<file path="src/rtl/iso14443a_pkg.sv">
// ISO14443A_pkg
// Constants, the CRC_A byte-update function and the FSM encoding shared by the
// ISO/IEC 14443-A receive and transmit paths.
//   CRC_A_INIT           : CRC_A preset value (0x6363)
//   CRC_A_POLY_REFLECTED : CRC_A polynomial, bit-reversed form (0x8408)
//   crc_a_update_byte()  : next CRC after shifting in one byte, LSB first
//   RxFrameBufState      : rx_frame_buffer FSM states
package ISO14443A_pkg;

   localparam logic [15:0] CRC_A_INIT           = 16'h6363;
   localparam logic [15:0] CRC_A_POLY_REFLECTED = 16'h8408;

   typedef enum logic [1:0] {
      IDLE      = 2'd0,
      RECEIVING = 2'd1,
      DONE      = 2'd2
   } RxFrameBufState;

   // Bit-serial reflected CRC, unrolled over the eight bits of one byte.
   // The byte goes in LSB first, the same order it travels on the air.
   function automatic logic [15:0] crc_a_update_byte(input logic [15:0] crc,
                                                     input logic [7:0]  data_byte);
      logic [15:0] c;
      c = crc ^ {8'h00, data_byte};
      for (int i = 0; i < 8; i++) begin
         c = c[0] ? ((c >> 1) ^ CRC_A_POLY_REFLECTED) : (c >> 1);
      end
      return c;
   endfunction

endpackage

</file>
<file path="src/rtl/crc_a_byte.sv">
// crc_a_byte
// Combinational one-byte CRC_A step, shared by the rx and tx paths.
//   crc_in  : current CRC register value
//   data    : byte to absorb (LSB is the first bit on the air)
//   crc_out : CRC after absorbing data
module crc_a_byte (
   input  logic [15:0] crc_in,
   input  logic [7:0]  data,
   output logic [15:0] crc_out
);
   import ISO14443A_pkg::*;

   assign crc_out = crc_a_update_byte(crc_in, data);

endmodule

</file>
<file path="src/rtl/rx_frame_buffer.sv">
// rx_frame_buffer
// Captures one PCD frame from the rx byte decoder into a byte buffer, runs
// CRC_A over it on the fly and publishes a one-cycle summary at end of frame.
//   clk, rst        : clock, asynchronous active-high reset
//   soc / eoc       : rx start / end of frame pulses
//   data, data_bits : rx byte (LSB first) and, at eoc, partial-byte bit count
//   data_valid      : rx full-byte strobe
//   sequence_error,
//   parity_error    : rx error pulses
//   rd_addr/rd_data : registered read port into the buffer (1-cycle latency)
//   frame_valid     : one-cycle pulse, summary outputs below just updated
//   byte_count, last_bits, crc_ok, rx_error, overflow : frame summary
//   busy            : frame in progress
module rx_frame_buffer #(
   parameter int MAX_BYTES = 16,
   parameter int ADDR_W    = $clog2(MAX_BYTES),
   parameter int CNT_W     = $clog2(MAX_BYTES + 1)
) (
   input  logic              clk,
   input  logic              rst,
   input  logic              soc,
   input  logic              eoc,
   input  logic [7:0]        data,
   input  logic [2:0]        data_bits,
   input  logic              data_valid,
   input  logic              sequence_error,
   input  logic              parity_error,
   input  logic [ADDR_W-1:0] rd_addr,
   output logic [7:0]        rd_data,
   output logic              frame_valid,
   output logic [CNT_W-1:0]  byte_count,
   output logic [2:0]        last_bits,
   output logic              crc_ok,
   output logic              rx_error,
   output logic              overflow,
   output logic              busy
);
   import ISO14443A_pkg::*;

   localparam logic [CNT_W-1:0] MAX_CNT    = CNT_W'(MAX_BYTES);
   localparam logic [ADDR_W:0]  MAX_RD     = (ADDR_W + 1)'(MAX_BYTES);

   RxFrameBufState    state_q, state_nxt;
   logic [CNT_W-1:0]  wr_ptr_q, wr_ptr_nxt;
   logic [15:0]       crc_q, crc_nxt, crc_upd;
   logic              err_q, err_nxt;
   logic              ovf_q, ovf_nxt;
   logic [2:0]        last_bits_nxt;
   logic              summary_load;
   logic              crc_ok_nxt;

   logic              room;
   logic              partial;
   logic [7:0]        partial_mask;

   logic              wr_en;
   logic [ADDR_W-1:0] wr_addr;
   logic [7:0]        wr_byte;
   logic [7:0]        frame_mem [MAX_BYTES];

   crc_a_byte u_crc (
      .crc_in  (crc_q),
      .data    (data),
      .crc_out (crc_upd)
   );

   assign room         = (wr_ptr_q < MAX_CNT);
   assign partial      = eoc && (data_bits != 3'd0);
   assign partial_mask = (8'h01 << data_bits) - 8'h01;
   assign busy         = (state_q == RECEIVING);

   // The *_nxt values are the frame state after this cycle's inputs, so a byte
   // arriving together with eoc is already counted and CRC'd in the summary.
   // NOTE: every signal driven here gets a default first; a path that leaves
   // one unassigned would infer a latch.
   always_comb begin
      state_nxt     = state_q;
      wr_ptr_nxt    = wr_ptr_q;
      crc_nxt       = crc_q;
      err_nxt       = err_q;
      ovf_nxt       = ovf_q;
      last_bits_nxt = 3'd0;
      summary_load  = 1'b0;
      wr_en         = 1'b0;
      wr_addr       = wr_ptr_q[ADDR_W-1:0];
      wr_byte       = data;

      if (soc) begin
         // A new frame always wins, even mid-frame or in DONE.
         state_nxt  = RECEIVING;
         wr_ptr_nxt = '0;
         crc_nxt    = CRC_A_INIT;
         err_nxt    = 1'b0;
         ovf_nxt    = 1'b0;
      end else begin
         case (state_q)
            RECEIVING: begin
               // Once an error is latched the rest of the frame is junk.
               if (data_valid && !err_q && !partial) begin
                  if (room) begin
                     wr_en      = 1'b1;
                     wr_ptr_nxt = wr_ptr_q + CNT_W'(1);
                     crc_nxt    = crc_upd;
                  end else begin
                     ovf_nxt = 1'b1;
                  end
               end
               if (sequence_error || parity_error) begin
                  err_nxt = 1'b1;
               end
               if (eoc) begin
                  state_nxt    = DONE;
                  summary_load = 1'b1;
                  // Partial trailing byte: stored for inspection, but kept out
                  // of byte_count and the CRC.
                  if (partial && !err_nxt) begin
                     last_bits_nxt = data_bits;
                     wr_en         = room;
                     wr_byte       = data & partial_mask;
                  end
               end
            end
            DONE:    state_nxt = IDLE;
            default: state_nxt = IDLE;
         endcase
      end
   end

   assign crc_ok_nxt = (crc_nxt == 16'h0000) && (last_bits_nxt == 3'd0) &&
                       (wr_ptr_nxt >= CNT_W'(3)) && !err_nxt && !ovf_nxt;

   // NOTE: state uses non-blocking assignments so every register samples the
   // pre-edge values, independent of statement order.
   always_ff @(posedge clk or posedge rst) begin
      if (rst) begin
         state_q     <= IDLE;
         wr_ptr_q    <= '0;
         crc_q       <= CRC_A_INIT;
         err_q       <= 1'b0;
         ovf_q       <= 1'b0;
         frame_valid <= 1'b0;
         byte_count  <= '0;
         last_bits   <= 3'd0;
         crc_ok      <= 1'b0;
         rx_error    <= 1'b0;
         overflow    <= 1'b0;
         rd_data     <= 8'h00;
      end else begin
         state_q     <= state_nxt;
         wr_ptr_q    <= wr_ptr_nxt;
         crc_q       <= crc_nxt;
         err_q       <= err_nxt;
         ovf_q       <= ovf_nxt;
         frame_valid <= summary_load;
         if (summary_load) begin
            byte_count <= wr_ptr_nxt;
            last_bits  <= last_bits_nxt;
            crc_ok     <= crc_ok_nxt;
            rx_error   <= err_nxt;
            overflow   <= ovf_nxt;
         end
         rd_data <= ({1'b0, rd_addr} < MAX_RD) ? frame_mem[rd_addr] : 8'h00;
      end
   end

   // NOTE: the byte array has no reset; its contents only matter below
   // byte_count, which is always freshly written, and a reset port would turn
   // the array into a large bank of resettable flops.
   always_ff @(posedge clk) begin
      if (wr_en) begin
         frame_mem[wr_addr] <= wr_byte;
      end
   end

endmodule

</file>
<file path="config.mk">
export PLATFORM = sky130hd
export DESIGN_NAME = rx_frame_buffer
export DESIGN_NICKNAME = d
export VERILOG_FILES = /design/src/rtl/iso14443a_pkg.sv /design/src/rtl/crc_a_byte.sv /design/src/rtl/rx_frame_buffer.sv
export SDC_FILE = /design/constraint.sdc
export NUM_CORES = 1
export LEC_CHECK = 0
export BUFFER_PORTS_ARGS = -buffer_cell sky130_fd_sc_hd__buf_2
export CAP_MARGIN = 25
export CORE_MARGIN = 2
export CORE_UTILIZATION = 45
export DETAILED_ROUTE_END_ITERATION = 8
export PLACE_DENSITY = 0.75
export SLEW_MARGIN = 40
export SYNTH_ARGS = -nofsm -noshare
export SYNTH_HDL_FRONTEND = slang
export SYNTH_SLANG_ARGS = --single-unit
</file>
<file path="constraint.sdc">
create_clock -name clk -period 1.9 [get_ports clk]
set_clock_uncertainty 0.05 [all_clocks]
set_input_delay 0 -clock clk [delete_from_list [all_inputs] [get_ports clk]]
set_output_delay 0 -clock clk [all_outputs]
set_load 0.05 [all_outputs]
</file>
* Yosys cells after proc, flatten, opt, wreduce, memory -nomap -nowiden
Memory sizes are Yosys's and may differ from the RTL's. A register that Yosys moved wholly into a read port is not among the register bits. Index checks and enable logic that the tools add are counted. W data, S select, Z words.
Storage, ports and cells: bits in registers 37, memory bits (writable) 128, memories 1
Memory list:
- frame_mem | words 16, bits a word 8, rd ports 1, clocked after memory_dff 1, write ports 1, RTL line rx_frame_buffer.sv:59 | logic [7:0] frame_mem [MAX_BYTES];
Cells by class: add/subtract/negate cells 2, magnitude comparators 2, equality and inequality tests 2, shift-type cells 1, muxes and demuxes 47, bitwise operators 10, reductions and logical operators 17
Operators by type and width (number):
- $mux W16 | 12
- $mux W8 | 4
- $not A2 Y3 | 8
- $mux W1 | 20
- $mux W5 | 4
- $logic_not A16 Y1 | 1
- $xor A16 B8 Y16 | 1
- $mux W3 | 4
- $and A8 B8 Y8 | 1
- $logic_and A1 B1 Y1 | 8
- $shl A1 B3 Y8 const A | 1
- $sub A8 B1 Y8 const B | 1
- $mux W2 | 3
- $add A5 B1 Y5 const B | 1
- $ge A5 B2 Y1 const B | 1
- $logic_not A1 Y1 | 5
- $lt A5 B5 Y1 const B | 1
- $logic_not A3 Y1 | 1
- $ne A3 B3 Y1 const B | 1
- $reduce_bool A3 Y1 | 1
- $eq A2 B1 Y1 const B | 1
- $logic_or A1 B1 Y1 | 1

* Longest topological paths before layout
Gate-level depths: netlist of the first run.
depth after elaboration 26, gate-level depth with buffers 9, gate-level depth less buffers 7

* By module
From an unflattened synthesis of the first run, not the netlist that was laid out.
Unflattened totals: cells, all modules 440, area, all modules 7368.3 um2
Modules (own cells, without submodules):
- rx_frame_buffer | times used 1, cells each 416, area each 6996.7 um2
- crc_a_byte | times used 1, cells each 24, area each 371.6 um2

* Worst setup path after synthesis of the first run
Ideal clock, no wire load.
kind input port to flip-flop, start in data_bits[0], end mem frame_mem[0][6] (data pin), library setup time 0.336 ns, arrival time 1.756 ns, path slack -0.242 ns, stages on the path 7, cell sequence buf_6 or3_1 ha_1 xor2_1 nor2_1 a21oi_1 a21boi_0
Between the ends: cells in the longest elaborated chain, start to end 7
RTL lines:
- start, declared | RTL line rx_frame_buffer.sv:24 | input logic [2:0] data_bits,
- $shl A1 B3 Y8 / $reduce_bool A3 Y1 (equally long branches) | RTL line rx_frame_buffer.sv:69, rx_frame_buffer.sv:68
- $sub A8 B1 Y8 / $logic_and A1 B1 Y1 (equally long branches) | RTL line rx_frame_buffer.sv:69, rx_frame_buffer.sv:68
- $and A8 B8 Y8 / $logic_and A1 B1 Y1 (equally long branches) | RTL line rx_frame_buffer.sv:119, rx_frame_buffer.sv:116
- $mux W8 (*) | RTL line rx_frame_buffer.sv:116 | if (partial && !err_nxt) begin
- $mux W8 (*) | RTL line rx_frame_buffer.sv:111 | if (eoc) begin
- $mux W8 (*) | RTL line rx_frame_buffer.sv:96 | case (state_q)
- $mux W8 (*) | RTL line rx_frame_buffer.sv:88 | if (soc) begin
- net wr_byte[6] | RTL line rx_frame_buffer.sv:58 | logic [7:0] wr_byte;
- end, declared | RTL line rx_frame_buffer.sv:59
The timed path passes the listed nets; every way through them passes the cells marked *.

* Worst setup path after layout of the first run
start reg err_q, end mem frame_mem[5][1] (enable)
Between the ends: cells in the longest elaborated chain, start to end 11
RTL lines:
- start, declared | RTL line rx_frame_buffer.sv:46 | logic err_q, err_nxt;
- start signal, assigned | RTL line rx_frame_buffer.sv:152 | err_q <= err_nxt;
- $mux W1 | RTL line rx_frame_buffer.sv:108 | if (sequence_error || parity_error) begin
- $mux W1 | RTL line rx_frame_buffer.sv:96
- $mux W1 | RTL line rx_frame_buffer.sv:88
- $logic_not A1 Y1 | RTL line rx_frame_buffer.sv:116
- $logic_and A1 B1 Y1 | RTL line rx_frame_buffer.sv:116
- $mux W1 | RTL line rx_frame_buffer.sv:116
- $mux W1 (*) | RTL line rx_frame_buffer.sv:111
- $mux W1 (*) | RTL line rx_frame_buffer.sv:96
- $mux W1 (*) | RTL line rx_frame_buffer.sv:88
- $mux W1 (*) | RTL line rx_frame_buffer.sv:170 | if (wr_en) begin
- $mux W1 (not written as such) (*) | RTL line rx_frame_buffer.sv:171 | frame_mem[wr_addr] <= wr_byte;
Mark *: on every way between the ends. The rest lies on a longest branch, timed or not. The select of a mux whose other input is x is not followed.

==> implementation parameters, run 1 <==
Parameter                              Value

Status
  Run status ... complete, but fails checks
  Violations in the final reports ... setup timing

Clock tree
  Clock latency on the worst-skew pair ... 0.43 ns
  TritonCTS clock tree ... built
  Root buffer selected by CTS ... clkbuf_16
  Clock sinks ... 173
  H-tree depth ... 4
  Clk slew on worst S/H paths ... 0.07 ns
  Maximum root-to-sink buffer count ... 2
  Number of CTS-inserted buffers ... 17

Cells and area
  N_diodes ... 0
  Finished Core Util ... 58.1%
  Top library cells by usage in the layout, fill and taps aside ... 128 x edfxtp_1, 42 x buf_2, 41 x buf_4, 40 x mux4_2, 37 x dfrtp_1
  Count of nets after finishing ... 560
  Area Overhead vs Synth ... 27.4%
  Leading cell type in the layout, fill and taps excluded ... edfxtp_1
  Share of post-route cells with drive strength above 1 ... 41.1%

Synth
  Number of distinct library cell variants in the gate-level netlist after synthesis ... 50
  Count of warnings emitted by yosys ... 0
  Post-Syn Instances ... 423
  Summed instance area of the synthesized netlist ... 0.00720 sq mm
  Synthesis-stage register bit count ... 173
  Number of enable flip-flop cells after synthesis ... 128
  Main synth FF type ... edfxtp_1
  Post-synthesis area per instance ... 17.0 sq um
  Sequential-to-total area share from yosys stat ... 69.2%
  Syn Nets ... 450
  Share of flip-flops with an asynchronous set or reset after synthesis ... 26.0%

STA
  Worst-margin pin slew ... 0.605 ns
  Number of setup violations in the final report ... 174
  Tmin final ... 2.05 ns
  Unrepaired setup endpoints after global routing ... yes
  Slew Limit Fails ... 0
  Worst hold margin ... 0.00996 ns
  Relative slew slack ... 59.7%
  Maximum frequency from static timing analysis ... 487 MHz
  Number of hold violations in the final report ... 0
  Final setup margin ... -0.154 ns
  Period Utilization, post-route ... 108%

Global routing
  Total Routing Usage GR ... 19.9%
  Vias in the first global route ... 4234
  Maximum number of pins on one net before global-route repair ... 46
  Initial antenna violation count ... 0
  GRT overflow ... 0
  First-pass GRT wire length ... 24400 um

Power and ir drop
  Leakage component of the power ... 3.38 nW
  PD cells ... 958 mW/mm^2
  Worst-case vdd ir drop ... 671 uV

Floorplan
  Rows ... 46
  Die X ... 130 um
  Boundary pin count ... 43
  DIE AREA ... 0.0170 sq mm
  Die height ... 130 um
  Effective utilization at floorplan ... 45.6%
  Std-Cell Core Area ... 0.0158 sq mm

Route
  Total wirelength of the detailed-routed design ... 16900 um
  Router iterations before antenna repair ... 4
  Post-DRT Antenna Nets ... 0
  Routed wirelength normalized by instance count ... 22.2 um
  DRC violation count after routing ... 0
  Number of design-rule violations left by the first detailed-router iteration ... 452
  Via total after detailed routing ... 4175
  Number of vias per cell after detailed routing ... 5.49

Placed design
  Placed wire-length estimate after detailed placement ... 10600 um
  Count of buffers inserted at the top-level ports ... 42
  Final RePlAce weighted congestion ... 0.883

Setup path
  Critical path data arrival time ... 2.13 ns
  Class of the most critical setup path ... reg -> reg
  Type of element capturing the critical path ... flip-flop
  Category of the worst setup path launch point ... flip-flop
  CP Max Fanout ... 8
  Critical path required time ... 1.98 ns

Flow run
  Max-capacitance violation count ... 0

Worst hold path
  Path class of the lowest-slack min-delay path ... in -> reg
## through the flow
stage	setup TNS [ns]	setup slack (ns)	cells	cell area, sq um	total power [W]
after detailed placement	-28.42	-0.369	713	8160	0.00520
after CTS	-20.28	-0.187	753	8890	0.00874
after global placement	-21.07	-0.295	713	8160	0.00518
after global routing	-32.42	-0.258	761	9160	0.00906
after floorplan	-2.50	-0.0493	423	7230	0.00485
final	-13.76	-0.154	761	9160	0.00877
## power by group
group	leakage [nW]	switching (W)	internal (W)
Clock	0.278	0.00136	0.00218
Combinational	1.38	0.000594	0.000445
Sequential	1.72	0.0000445	0.00415
Total	3.38	0.00200	0.00678
## per-layer routing
layer	GRT usage, %	vias up	wire, um
li1	-	1855	-
met5	0	-	0
met4	6.88	0	360
met2	31.7	167	8390
met1	27.8	2129	7170
met3	4.23	24	994
## flip-flops by register name, summed over array words and instances (netlist names)
register / count
ovf_q: 1
rd_data: 8
crc_q: 16
overflow: 1
frame_valid: 1
byte_count: 5
err_q: 1
last_bits: 3
rx_error: 1
crc_ok: 1
frame_mem: 128
state_q: 2
wr_ptr_q: 5
## layout make-up
class	count	area (sq um)
Clock buffer	19	433
Clock inverter	12	170
Fill cell	1174	6610
Inverter	11	41.3
Multi-Input combinational cell	218	2310
Sequential cell	173	4980
Tap cell	216	270
Timing Repair Buffer	112	957
## synthesized netlist by cell type, types with 3 or more instances
library cell  instances  share of area (%)
xnor2_1              20                2.4
dfstp_2               8                2.9
buf_2                 5               0.35
and3_1                4               0.35
xor2_1                7               0.85
nand3_1               6               0.42
and2_1               17                1.5
a21boi_0              5               0.52
nor2_1               25                1.3
nand2_1              20                1.0
dfrtp_1              37                 13
o211ai_1              5               0.52
a21oi_1               8               0.56
nor4_1                6               0.52
a31oi_1               3               0.26
nor3_1                5               0.35
o31ai_1               4               0.42
mux4_2               40                 13
a22o_1                3               0.37
ha_1                  5               0.87
inv_1                10               0.52
clkbuf_1             11               0.57
or3_1                 3               0.26
o21ai_0               5               0.35
edfxtp_1            128                 53
## critical path, cell delays in order (launching register included)
cell     delay [ns]
dfrtp_1        0.39
or3_4          0.40
nor4_4         0.22
o21ai_4        0.15
nor3b_4        0.28
and2_4         0.27
## cells by family (layout without fill, tap and decap cells)
kind of cell	Yosys count	in the layout	synth area share (%)
DFF	173	173	69.2
and+or+nand+nor	98	98	7.16
xor gates and xnor gates	27	27	3.29
adders and majority gates	5	5	0.869
muxes	44	44	13.1
AOI/OAI and AO/OA	44	44	4.35
buffers and inverters	32	154	2.02
## timing repair
action | 4_1_cts | 5_1_grt
endpoints found under the hold margin | 65 | 0
gates cloned | 0 | 6
setup buffers | 0 | 7
pin swaps | 4 | 8
hold buffers | 9 | 0
gates resized for setup | 18 | 52
endpoints found under the setup margin | 130 | 242
## worst paths after layout
check	from	to	slack [ns]	cells after the start
hold / removal	data[0]	frame_mem[15][0]$_DFFE_PP_	0.01	2
max in group asynchronous	rst	rd_data[7]$_DFF_PP0_	1.16	4
setup reg to reg	err_q$_DFF_PP0_	frame_mem[5][1]$_DFFE_PP_	-0.15	5
setup / recovery	err_q$_DFF_PP0_	frame_mem[5][1]$_DFFE_PP_	-0.15	5
hold reg to reg	byte_count[0]$_DFFE_PP0P_	byte_count[0]$_DFFE_PP0P_	0.44	2
min in group asynchronous	rst	byte_count[1]$_DFFE_PP0P_	0.22	4
No activity file was read; power rests on OpenSTA's default activity.
==> run 2: changes to the inputs <==
CORE_UTILIZATION = 54   (was 45)
PLACE_DENSITY = 0.79   (was 0.75)
==> implementation parameters, run 2 (synthesis gave the netlist of run 1 again) <==
Parameter                              Value

Worst hold path
  Min-Delay Endpoint ... rx_error$_DFFE_PP0P_
  Worst Min Path Start ... parity_error
  Worst hold path cell count ... 4
  Path class of the lowest-slack min-delay path ... in -> reg

Route
  Via total after detailed routing ... 4360
  Routed wirelength normalized by instance count ... 24.3 um
  Router iterations before antenna repair ... 7
  Number of design-rule violations left by the first detailed-router iteration ... 598
  Post-DRT Antenna Nets ... 0
  DRC violation count after routing ... 0
  Number of vias per cell after detailed routing ... 5.93
  Total wirelength of the detailed-routed design ... 17900 um

Cells and area
  Most flop-heavy register ... frame_mem
  Leading cell type in the layout, fill and taps excluded ... edfxtp_1
  Top library cells by usage in the layout, fill and taps aside ... 128 x edfxtp_1, 50 x buf_4, 42 x buf_2, 40 x mux4_2, 37 x dfrtp_1
  Flip-flop count of the largest register after layout ... 128
  Count of nets after finishing ... 573
  Finished Core Util ... 69.5%
  Area Overhead vs Synth ... 26.9%
  N_diodes ... 0
  Leading registers by flop count ... frame_mem (128), crc_q (16), rd_data (8)
  Share of post-route cells with drive strength above 1 ... 42.9%

STA
  Period Utilization, post-route ... 111%
  Number of hold violations in the final report ... 0
  Final setup margin ... -0.211 ns
  Slew Limit Fails ... 0
  Relative slew slack ... 59.4%
  Worst hold margin ... 0.0308 ns
  Accumulated negative setup slack ... -26.56 ns
  Unrepaired setup endpoints after global routing ... yes
  Worst-margin pin slew ... 0.609 ns
  Tmin final ... 2.11 ns
  Maximum frequency from static timing analysis ... 474 MHz
  Number of setup violations in the final report ... 193

Power and ir drop
  Worst-case vdd ir drop ... 617 uV
  PD cells ... 955 mW/mm^2
  Leakage component of the power ... 3.42 nW
  Post-layout power ... 0.00872 W

Setup path
  CP Max Fanout ... 8
  Buffering stage count on the worst path with inverters included ... 2
  Most frequent cell on the critical path ... buf_4
  Reg-to-reg endpoint ... frame_mem[1][6]$_DFFE_PP_
  Cell with the biggest individual delay on the critical path ... dfrtp_1
  Critical path data arrival time ... 2.19 ns
  Number of cells on the worst reg-to-reg path ... 7
  Reg2Reg Launch Point ... err_q$_DFF_PP0_
  Class of the most critical setup path ... reg -> reg
  Type of element capturing the critical path ... flip-flop
  Biggest cell delay along the critical path ... 0.40 ns
  Critical path required time ... 1.98 ns
  Top Family by Delay on Critical Path ... simple AND/OR/NAND/NOR gates
  Category of the worst setup path launch point ... flip-flop
  Sequence of cells on the critical path ... or3_4, nor4_4, o21ai_4, buf_4, nor3_2, buf_4, and2_4
  R2r setup slk ... -0.21 ns

Placed design
  Placed wire-length estimate after detailed placement ... 10600 um
  Final RePlAce weighted congestion ... 0.863
  Pre-CTS setup slack ... -0.286 ns
  Count of buffers inserted at the top-level ports ... 42

Clock tree
  Clock latency on the worst-skew pair ... 0.43 ns
  Clock sinks ... 173
  H-tree depth ... 4
  Clk slew on worst S/H paths ... 0.06 ns
  Maximum root-to-sink buffer count ... 2
  Root buffer selected by CTS ... clkbuf_16
  TritonCTS clock tree ... built
  Number of CTS-inserted buffers ... 17

Floorplan
  Std-Cell Core Area ... 0.0131 sq mm
  Die height ... 119 um
  Effective utilization at floorplan ... 54.8%
  DIE AREA ... 0.0143 sq mm
  Die X ... 119 um
  Rows ... 42
  Boundary pin count ... 43

Global routing
  Met1 global-route usage ... 32.9%
  Initial antenna violation count ... 0
  Layer carrying the most global-route usage ... met2
  GR Util met3 ... 5.17%
  Vias in the first global route ... 4478
  First-pass GRT wire length ... 26400 um
  Maximum number of pins on one net before global-route repair ... 46
  Total Routing Usage GR ... 25.6%
  GRT overflow ... 0
  Met2 Usage GRT ... 44.3%

Status
  Run status ... complete, but fails checks
  Violations in the final reports ... setup timing

Flow run
  Max-capacitance violation count ... 0
## run 2: changes by cell type in the layout (fill, tap and decap cells not counted), sizes merged
cell / change
buf: +15
bufinv: -1
clkbuf: -5
clkinv: +5
clkinvlp: -1
dlygate4sd3: +2
inv: -1
## run 2: what timing repair did
action                                 CTS  global route
buffers inserted                         3             7
hold buffers                            11             0
endpoints found under the hold margin   81             0
setup endpoints to repair              129           225
pin swaps                                9             2
gates cloned                             0             4
gates resized for setup                 21            57
## run 2: worst max path at each step
stage | from | to | slack, ns | cells past startpoint
2_1_floorplan | err_q$_DFF_PP0_ | frame_mem[0][5]$_DFFE_PP_ | -0.05 | 4
3_3_place_gp | err_q$_DFF_PP0_ | frame_mem[5][6]$_DFFE_PP_ | -0.23 | 5
3_5_place_dp | err_q$_DFF_PP0_ | frame_mem[2][6]$_DFFE_PP_ | -0.29 | 6
4_1_cts | err_q$_DFF_PP0_ | frame_mem[7][2]$_DFFE_PP_ | -0.18 | 5
5_1_grt | err_q$_DFF_PP0_ | frame_mem[8][2]$_DFFE_PP_ | -0.31 | 6
6_report | err_q$_DFF_PP0_ | frame_mem[1][6]$_DFFE_PP_ | -0.21 | 7
## run 2: area by class of cell
class | instances | area [sq um]
Inverter | 11 | 41.3
Sequential cell | 173 | 4980
Clock inverter | 14 | 151
Timing Repair Buffer | 125 | 1030
Clock buffer | 18 | 429
Multi-Input combinational cell | 218 | 2280
Tap cell | 176 | 220
Fill cell | 813 | 4010
## run 2: per-layer routing
metal,wire length [um],share of wire [%]
met1,6830,38
met2,9640,54
met3,1090,6.1
met4,324,1.8
met5,0,0
## run 2: worst reg2reg max path, cell delays in order, from the launching register on
cell and delay, ns:
dfrtp_1 0.40, or3_4 0.40, nor4_4 0.21, o21ai_4 0.12
buf_4 0.16, nor3_2 0.10, buf_4 0.15, and2_4 0.21
## run 2: through the flow
stage	std cells	cell area, sq um
after floorplan	423	7230
after global placement	680	8130
after detailed placement	680	8130
after CTS	726	8910
after global routing	735	9130
final	735	9130
## run 2: report_power, final
group | total, W | internal (W) | switching (W)
logic | 0.00107 | 0.000455 | 0.000618
clock network | 0.00345 | 0.00204 | 0.00141
registers | 0.00420 | 0.00415 | 0.0000472
total | 0.00872 | 0.00665 | 0.00207
